[src/rtl/mac_ofifo_pkg.sv]
// Purpose : shared defaults for the MAC output collector.
// Contents: default column count, partial-sum width and per-column FIFO
//           depth. mac_ofifo uses these as its parameter defaults so that
//           integrators and the bench agree on one set of numbers.
package mac_ofifo_pkg;

  localparam int MAC_OFIFO_COL     = 8;
  localparam int MAC_OFIFO_PSUM_BW = 16;
  localparam int MAC_OFIFO_DEPTH   = 16;

endpackage : mac_ofifo_pkg

[src/rtl/ofifo_col.sv]
// Purpose : single-column FIFO for the MAC output collector.
// Ports   : clk   - clock, all state updates on posedge
//           reset - asynchronous active-low reset (pointers and ovf only)
//           wr    - write strobe; data accepted unless full (or full but popped)
//           din   - partial sum to store
//           rd    - pop request; ignored while empty
//           dout  - show-ahead head entry (storage at rd pointer)
//           empty - no entries held
//           full  - depth entries held
//           ovf   - sticky flag: a write to a full FIFO was dropped
module ofifo_col #(
  parameter int psum_bw = 16,
  parameter int depth   = 16
) (
  input  logic               clk,
  input  logic               reset,
  input  logic               wr,
  input  logic [psum_bw-1:0] din,
  input  logic               rd,
  output logic [psum_bw-1:0] dout,
  output logic               empty,
  output logic               full,
  output logic               ovf
);

  localparam int AW = $clog2(depth);
  // One extra wrap bit tells full from empty when the index bits match.
  localparam int PW = AW + 1;

  logic [PW-1:0]      rd_ptr_q, rd_ptr_d;
  logic [PW-1:0]      wr_ptr_q, wr_ptr_d;
  logic               ovf_q, ovf_d;
  logic [psum_bw-1:0] mem_q [depth];
  logic               do_rd;
  logic               do_wr;

  assign empty = (rd_ptr_q == wr_ptr_q);
  assign full  = ((rd_ptr_q ^ wr_ptr_q) == {1'b1, {AW{1'b0}}});

  assign do_rd = rd & ~empty;
  // A pop in the same cycle frees the head slot, so a full column still
  // accepts the write; empty-and-pop cannot occur because do_rd needs data.
  assign do_wr = wr & (~full | do_rd);

  always_comb begin
    rd_ptr_d = rd_ptr_q;
    wr_ptr_d = wr_ptr_q;
    ovf_d    = ovf_q;
    if (do_rd) rd_ptr_d = rd_ptr_q + PW'(1);
    if (do_wr) wr_ptr_d = wr_ptr_q + PW'(1);
    if (wr && !do_wr) ovf_d = 1'b1;
  end

  always_ff @(posedge clk or negedge reset) begin
    if (!reset) begin
      rd_ptr_q <= '0;
      wr_ptr_q <= '0;
      ovf_q    <= 1'b0;
    end else begin
      rd_ptr_q <= rd_ptr_d;
      wr_ptr_q <= wr_ptr_d;
      ovf_q    <= ovf_d;
    end
  end

  // Storage is deliberately not reset; pointers alone define validity.
  always_ff @(posedge clk) begin
    if (do_wr) mem_q[wr_ptr_q[AW-1:0]] <= din;
  end

  assign dout = mem_q[rd_ptr_q[AW-1:0]];
  assign ovf  = ovf_q;

endmodule : ofifo_col

[src/rtl/mac_ofifo.sv]
// Purpose : output collector downstream of the MAC array. Each array column
//           has its own FIFO so skewed column completions are re-aligned;
//           a row is released only when every column holds an entry.
// Ports   : clk     - clock
//           reset   - asynchronous active-low reset
//           wr      - per-column write strobes (array valid)
//           in      - array south edge, column c at [psum_bw*c +: psum_bw]
//           rd      - pop one full row
//           out     - head row, zero while o_valid is low
//           o_valid - every column non-empty
//           o_ready - no column full
//           o_full  - some column full (inverse of o_ready)
//           o_ovf   - sticky: a write to a full column was dropped
//
// Handshake: a row transfers on any posedge where o_valid=1 and rd=1. rd
// while o_valid=0 is ignored. o_valid/o_ready/o_full come only from the
// pointers, never combinationally from wr or rd. o_ready is advisory for
// upstream; writes to a full column are dropped and flagged unless a pop
// happens in the same cycle.
module mac_ofifo
  import mac_ofifo_pkg::*;
#(
  parameter int col     = MAC_OFIFO_COL,
  parameter int psum_bw = MAC_OFIFO_PSUM_BW,
  parameter int depth   = MAC_OFIFO_DEPTH
) (
  input  logic                   clk,
  input  logic                   reset,
  input  logic [col-1:0]         wr,
  input  logic [psum_bw*col-1:0] in,
  input  logic                   rd,
  output logic [psum_bw*col-1:0] out,
  output logic                   o_valid,
  output logic                   o_ready,
  output logic                   o_full,
  output logic                   o_ovf
);

  logic [col-1:0]         empty_vec;
  logic [col-1:0]         full_vec;
  logic [col-1:0]         ovf_vec;
  logic [psum_bw*col-1:0] head_row;
  logic                   pop;

  assign pop = rd & o_valid;

  for (genvar c = 0; c < col; c++) begin : g_col
    ofifo_col #(
      .psum_bw (psum_bw),
      .depth   (depth)
    ) u_col (
      .clk   (clk),
      .reset (reset),
      .wr    (wr[c]),
      .din   (in[psum_bw*c +: psum_bw]),
      .rd    (pop),
      .dout  (head_row[psum_bw*c +: psum_bw]),
      .empty (empty_vec[c]),
      .full  (full_vec[c]),
      .ovf   (ovf_vec[c])
    );
  end

  assign o_valid = ~|empty_vec;
  assign o_full  = |full_vec;
  assign o_ready = ~o_full;
  assign o_ovf   = |ovf_vec;
  assign out     = o_valid ? head_row : '0;

endmodule : mac_ofifo
[config.mk]
export PLATFORM = sky130hd
export DESIGN_NAME = mac_ofifo
export DESIGN_NICKNAME = d
export VERILOG_FILES = /design/src/rtl/mac_ofifo_pkg.sv /design/src/rtl/ofifo_col.sv /design/src/rtl/mac_ofifo.sv
export SDC_FILE = /design/constraint.sdc
export NUM_CORES = 2
export LEC_CHECK = 0
export ABC_AREA = 1
export BUFFER_PORTS_ARGS = -buffer_cell sky130_fd_sc_hd__buf_2
export CAP_MARGIN = 25
export CORE_ASPECT_RATIO = 0.8
export CORE_MARGIN = 5
export CORE_UTILIZATION = 56
export CTS_CLUSTER_DIAMETER = 120
export CTS_CLUSTER_SIZE = 30
export DETAILED_ROUTE_END_ITERATION = 10
export PLACE_DENSITY = 0.75
export SYNTH_ARGS = -nofsm -noshare
export SYNTH_HDL_FRONTEND = slang
export SYNTH_HIERARCHICAL = 1
export SYNTH_SLANG_ARGS = --single-unit
export TNS_END_PERCENT = 30
[constraint.sdc]
create_clock -name clk -period 4 [get_ports clk]
set_input_delay 0.4 -clock clk [delete_from_list [all_inputs] [get_ports clk]]
set_output_delay 0.4 -clock clk [all_outputs]
set_load 0.02 [all_outputs]
* After elaboration in Yosys (flattened, before gate mapping)
Memory sizes are Yosys's and may differ from the RTL's. Cells that the tools add are included.
Word-level totals: memories 8, output and inout bits 132, logic and storage cells 151, memory bits (writable) 2048, input bits 139, register bits after elaboration 88
Operators by class: bitwise gates (word level) 50, multiplexer cells 17, reduce and logical (&&, ||, !) cells 20, equality and inequality tests 16, $add $sub $neg 16
Memories:
- g_col[0].u_col.mem_q | words 16, width 16, read ports 1, clocked after memory_dff 0, wr ports 1, line ofifo_col.sv:33 | logic [psum_bw-1:0] mem_q [depth];
- g_col[1].u_col.mem_q | words 16, width 16, read ports 1, clocked after memory_dff 0, wr ports 1, line ofifo_col.sv:33
- g_col[2].u_col.mem_q | words 16, width 16, read ports 1, clocked after memory_dff 0, wr ports 1, line ofifo_col.sv:33
- g_col[3].u_col.mem_q | words 16, width 16, read ports 1, clocked after memory_dff 0, wr ports 1, line ofifo_col.sv:33
- g_col[4].u_col.mem_q | words 16, width 16, read ports 1, clocked after memory_dff 0, wr ports 1, line ofifo_col.sv:33
- g_col[5].u_col.mem_q | words 16, width 16, read ports 1, clocked after memory_dff 0, wr ports 1, line ofifo_col.sv:33
- +2 memories
Operator list (number):
- 128-bit two-way mux | 1
- 5-bit by 1-bit adder with 5-bit output, second input constant | 16
- 5-bit equality test | 8
- 5-bit equality test, second input constant | 8
- 5-bit XOR | 8
- 8-bit OR reduction | 3
- 1-bit bitwise AND | 17
- 1-bit NOT | 17
- 1-bit two-way mux | 16
- 1-bit zero test | 9
- 1-bit logical AND | 8
- 1-bit bitwise OR | 8

* Depth between registers and ports, before layout
depth after elaboration 9, mapped depth 17, gate-level depth less buffers 14

* By module
Netlist, hierarchy kept.
Modules (own cells, without submodules):
- ofifo_col at g_col[0].u_col ... | cells each 900, area an instance 10830.4 um2, instances 7, seq. area each 7962.6 um2
- ofifo_col at g_col[7].u_col | cells each 900, area an instance 10851.7 um2, instances 1, seq. area each 7962.6 um2
- mac_ofifo | cells each 304, area an instance 1951.9 um2, instances 1, seq. area each 0.0 um2

* Worst setup path before layout
No wires, ideal clock.
kind register to register, from register g_col[7].u_col.rd_ptr_q[0], to memory g_col[7].u_col.mem_q[12][0] (enable), arrival 3.585 ns, cell stages (with the launch flop) 17, buffers on the path 3, clock period less this slack 3.973 ns, setup slack 0.027 ns, path through dfrtp_1 > inv_2 > buf_6 > nand2_1 > nand2_1 > nor2_4 > nand3_1 > inv_1 > nor2_1 > nand2_1 > clkbuf_1 > nor3_1 > inv_1 > nand4_4 > nand2_2 > buf_2 > nor2_1
On the way: cells in the longest elaborated chain, start to end 9
RTL lines:
- start, declared | line ofifo_col.sv:30 | logic [PW-1:0] rd_ptr_q, rd_ptr_d;
- start signal, assigned | line ofifo_col.sv:60 | rd_ptr_q <= rd_ptr_d;
- 5-bit equality test | line ofifo_col.sv:37 | assign empty = (rd_ptr_q == wr_ptr_q);
- named net empty_vec[7] | line mac_ofifo.sv:39 | logic [col-1:0] empty_vec;
- 8-bit OR reduction | line mac_ofifo.sv:64 | assign o_valid = ~|empty_vec;
- 1-bit zero test | line mac_ofifo.sv:64
- 1-bit bitwise AND | line mac_ofifo.sv:45 | assign pop = rd & o_valid;
- named net pop | line mac_ofifo.sv:43 | logic pop;
- 1-bit bitwise AND | line ofifo_col.sv:40 | assign do_rd = rd & ~empty;
- 1-bit bitwise OR | line ofifo_col.sv:43 | assign do_wr = wr & (~full | do_rd);
- 1-bit bitwise AND | line ofifo_col.sv:43
- 1-bit two-way mux | line ofifo_col.sv:68 | if (do_wr) mem_q[wr_ptr_q[AW-1:0]] <= din;
- 1-bit two-way mux (implied by the code) | line ofifo_col.sv:68
- end, declared | line ofifo_col.sv:33
The timed path passes the listed nets, and every way through them passes these cells.

* Final worst setup path
from register g_col[0].u_col.rd_ptr_q[0], to output port out[5]
RTL lines:
- start, declared | line ofifo_col.sv:30
- start signal, assigned | line ofifo_col.sv:60
- memory read 16 x 16 bit
- named net head_row[5] | line mac_ofifo.sv:42 | logic [psum_bw*col-1:0] head_row;
- 128-bit two-way mux | line mac_ofifo.sv:68 | assign out = o_valid ? head_row : '0;
- end, declared | line mac_ofifo.sv:32 | output logic [psum_bw*col-1:0] out,
The timed path passes the listed nets, and every way through them passes these cells.

==> flow_summary.yaml <==
run_status:
  outcome: "finished clean"
yosys:
  yosysTopAreaCell: "edfxtp_1"
  synth_area_um2: 88600
  ys_warn_count: 6
  async_reset_ff_frac: 0.0412
  yosys-top-cells-count: "2048 x edfxtp_1, 1597 x nor2_1, 1098 x o21ai_0, 961 x nand2_1, 346 x inv_1"
  yosysTopAreaCellShare: 0.694
  ys_seq_area_frac: 0.719
  synth_top_flop_cell: "edfxtp_1"
  synth-seq-cells: 2136
  synth_area_leaders: "edfxtp_1 69%, nor2_1 6.8%, o21ai_0 6.2%"
  avgSynthCellArea_um2: 11.8
  ys_types: 29
  synth_cells: 7504
  synthesis.nets: 7683
  yosysMostFrequentCell: "edfxtp_1"
  synth-edff-count: 2048
floorplanning:
  fp.coreArea_um2: 157000
  die_y_um: 366
  row_count: 130
  die_x_um: 455
  start_util: 0.564
  io_pins: 271
  die_area_um2: 166000
flow_run:
  maxCapViolCount: 0
place:
  dp_hpwl_um: 138000
  place_congestion: 0.905
  portBuffers: 270
pwr:
  p_per_area_nw_per_um2: 687
  total_power_mw: 65.7
  p_leak_nw: 33.3
  ir_worst_vdd_uv: 1150
setup_path:
  critPathMaxFanout: 77
  arrival_ns: 3.37
  r2r_slack_ns: 0.28
  crit_path_end_kind: "output pin"
  reg2regPathDepth: 16
  cp_data_required_time_ns: 3.60
  reg2reg_from: "g_col[7].u_col/rd_ptr_q[2]"
  start_kind: "flip-flop"
  rr_endpoint: "g_col[6].u_col/mem_q[4][3]"
  path_class: "reg -> out"
routing:
  via_per_inst: 5.90
  drt_first_pass_iters: 6
  drt_wl_total_um: 221000
  antenna_left: 0
  drtIter0Drc: 8106
  wl_per_cell_um: 22.4
  vias: 58339
  drc: 0
worst_hold_path:
  holdPathEnd: "g_col[6].u_col/mem_q[5][2]"
  holdPathStages: 1
  hp-start: "in[98]"
  min_path_type: "in -> reg"
clock_network:
  cts_sinks: 2136
  cts_setup_buffers: 0
  cts_tree: "built"
  htreeDepth: 3
  clk_root_buffer_cell: "clkbuf_16"
  worstSkewPairLatency_ns: 0.77
  clk_pin_slew_ns: 0.12
  numCtsBuffers: 81
  clockBufferDepth: 3
finish:
  fin_nets: 7875
  register_area_um2: 63700
  drive_gt1_frac: 0.105
  n_fill_cell: 12211
  multi_input_area_um2: 21700
  final_util: 0.609
  area_delta_synth_final_pct: 7.99
sta:
  worst_pin_slew_ns: 0.964
  relSlewSlack: 0.355
  finalSetupViolCount: 0
  hold_viol: 0
  skew_ns: 0.0490
  fin_tns_setup_ns: 0
  slew_violations: 0
  rsz0062_at_grt: "no"
  max_freq_mhz: 265
  fin_crit_sh: 0.943
  min_period_ns: 3.77
global_route:
  grtUsageTotal: 0.257
  antenna_found_initial: 19
  grt_pass1_wl_um: 332000
  grt.overflow.total: 0
  grt_max_degree: 132
  grt_pass1_vias: 54941
[stage by stage]
stage | instances | hold WS, ns | area (um^2) | worst slack (ns)
global route | 9879 | 0.00699 | 95700 | 0.00293
CTS | 9865 | 0.000393 | 95500 | -0.0688
finish | 9880 | 0.0601 | 95700 | 0.227
global placement | 9688 | 0.461 | 92700 | 0.463
floorplan | 7504 | 0.104 | 88600 | 0.0266
detailed placement | 9691 | 0.463 | 92800 | 0.337
[worst max-delay path: stages, from the launching register on]
cell and delay [ns]:
dfrtp_4 0.52, clkinv_2 0.06, buf_4 0.60, buf_12 0.31
o21ai_0 0.24, o21ai_1 0.14, nand2_1 0.08, nand2_1 0.12
inv_1 0.05, nand2_1 0.08, inv_1 0.05, nor3_1 0.16
buf_2 0.19
[metal layers]
layer  vias to the layer above  track usage  part of all wire
met3                       314       0.0376             0.091
met1                     28617        0.386              0.41
met5                         -            0                 0
li1                      26610            -                 -
met2                      2798        0.396              0.47
met4                         0       0.0722             0.030
[what timing repair did]
item                                    CTS  global route
resized for setup                        14            26
hold buffers                             31             0
pin swaps                                 0             1
cloned                                    0             1
endpoints found under the setup margin  119           109
hold endpoints to repair                328             0
[flip-flops by register name (all words and copies together), names as in the netlist]
| signal | count |
|---|---|
| g_col.u_col/rd_ptr_q | 40 |
| g_col.u_col/mem_q | 2048 |
| g_col.u_col/ovf | 8 |
| g_col.u_col/wr_ptr_q | 40 |
[cell families after synthesis]
| kind of cell | share of synthesized area |
|---|---|
| adder cells (fa/ha/maj) | 0.00565 |
| XOR/XNOR | 0.00553 |
| flip-flops | 0.719 |
| AO/OA/AOI/OAI | 0.0969 |
| buffers and inverters | 0.0378 |
| AND/OR/NAND/NOR | 0.135 |
[area by class of cell]
cell class | count | area share
Tap cell | 2112 | 0.0276
Antenna cell | 12 | 0.000314
Sequential cell | 2136 | 0.666
Timing Repair Buffer | 545 | 0.0393
Clock buffer | 136 | 0.0236
Clock inverter | 7 | 0.00110
Inverter | 378 | 0.0149
Multi-Input combinational cell | 4554 | 0.227
[placed cells by master (no fill, tap or decap), types with 12 or more instances in the layout]
cell and count:
xnor2_1 32, dlygate4sd3_1 31, nand3_1 192, o211ai_1 256, clkbuf_1 54, diode_2 12
o22ai_1 128, edfxtp_1 2048, o21ai_0 1098, clkbuf_16 83, buf_4 223, nor3_2 100
nor2_2 41, inv_1 346, ha_1 40, inv_2 16, nor3_1 19, dfrtp_1 72
xor2_1 24, o21ai_1 62, nor2_1 1563, buf_2 269, nand2_1 959
[power breakdown]
| group | internal (mW) | switching, mW | total, mW |
|---|---|---|---|
| sequential | 26.6 | 0.800 | 27.4 |
| combinational | 7.70 | 20.1 | 27.8 |
| clock | 3.98 | 6.56 | 10.5 |
[how the worst max path moves through the flow]
stage,start,endpoint
floorplan,g_col[7].u_col/rd_ptr_q[0],g_col[7].u_col/mem_q[12][0]
global placement,g_col[0].u_col/rd_ptr_q[3],g_col[2].u_col/mem_q[13][9]
detailed placement,g_col[7].u_col/rd_ptr_q[2],g_col[2].u_col/mem_q[13][2]
CTS,g_col[7].u_col/rd_ptr_q[2],out[56]
global route,g_col[7].u_col/rd_ptr_q[2],g_col[6].u_col/mem_q[4][3]
finish,g_col[0].u_col/rd_ptr_q[0],out[5]
Power figures use the tool's default switching activity.
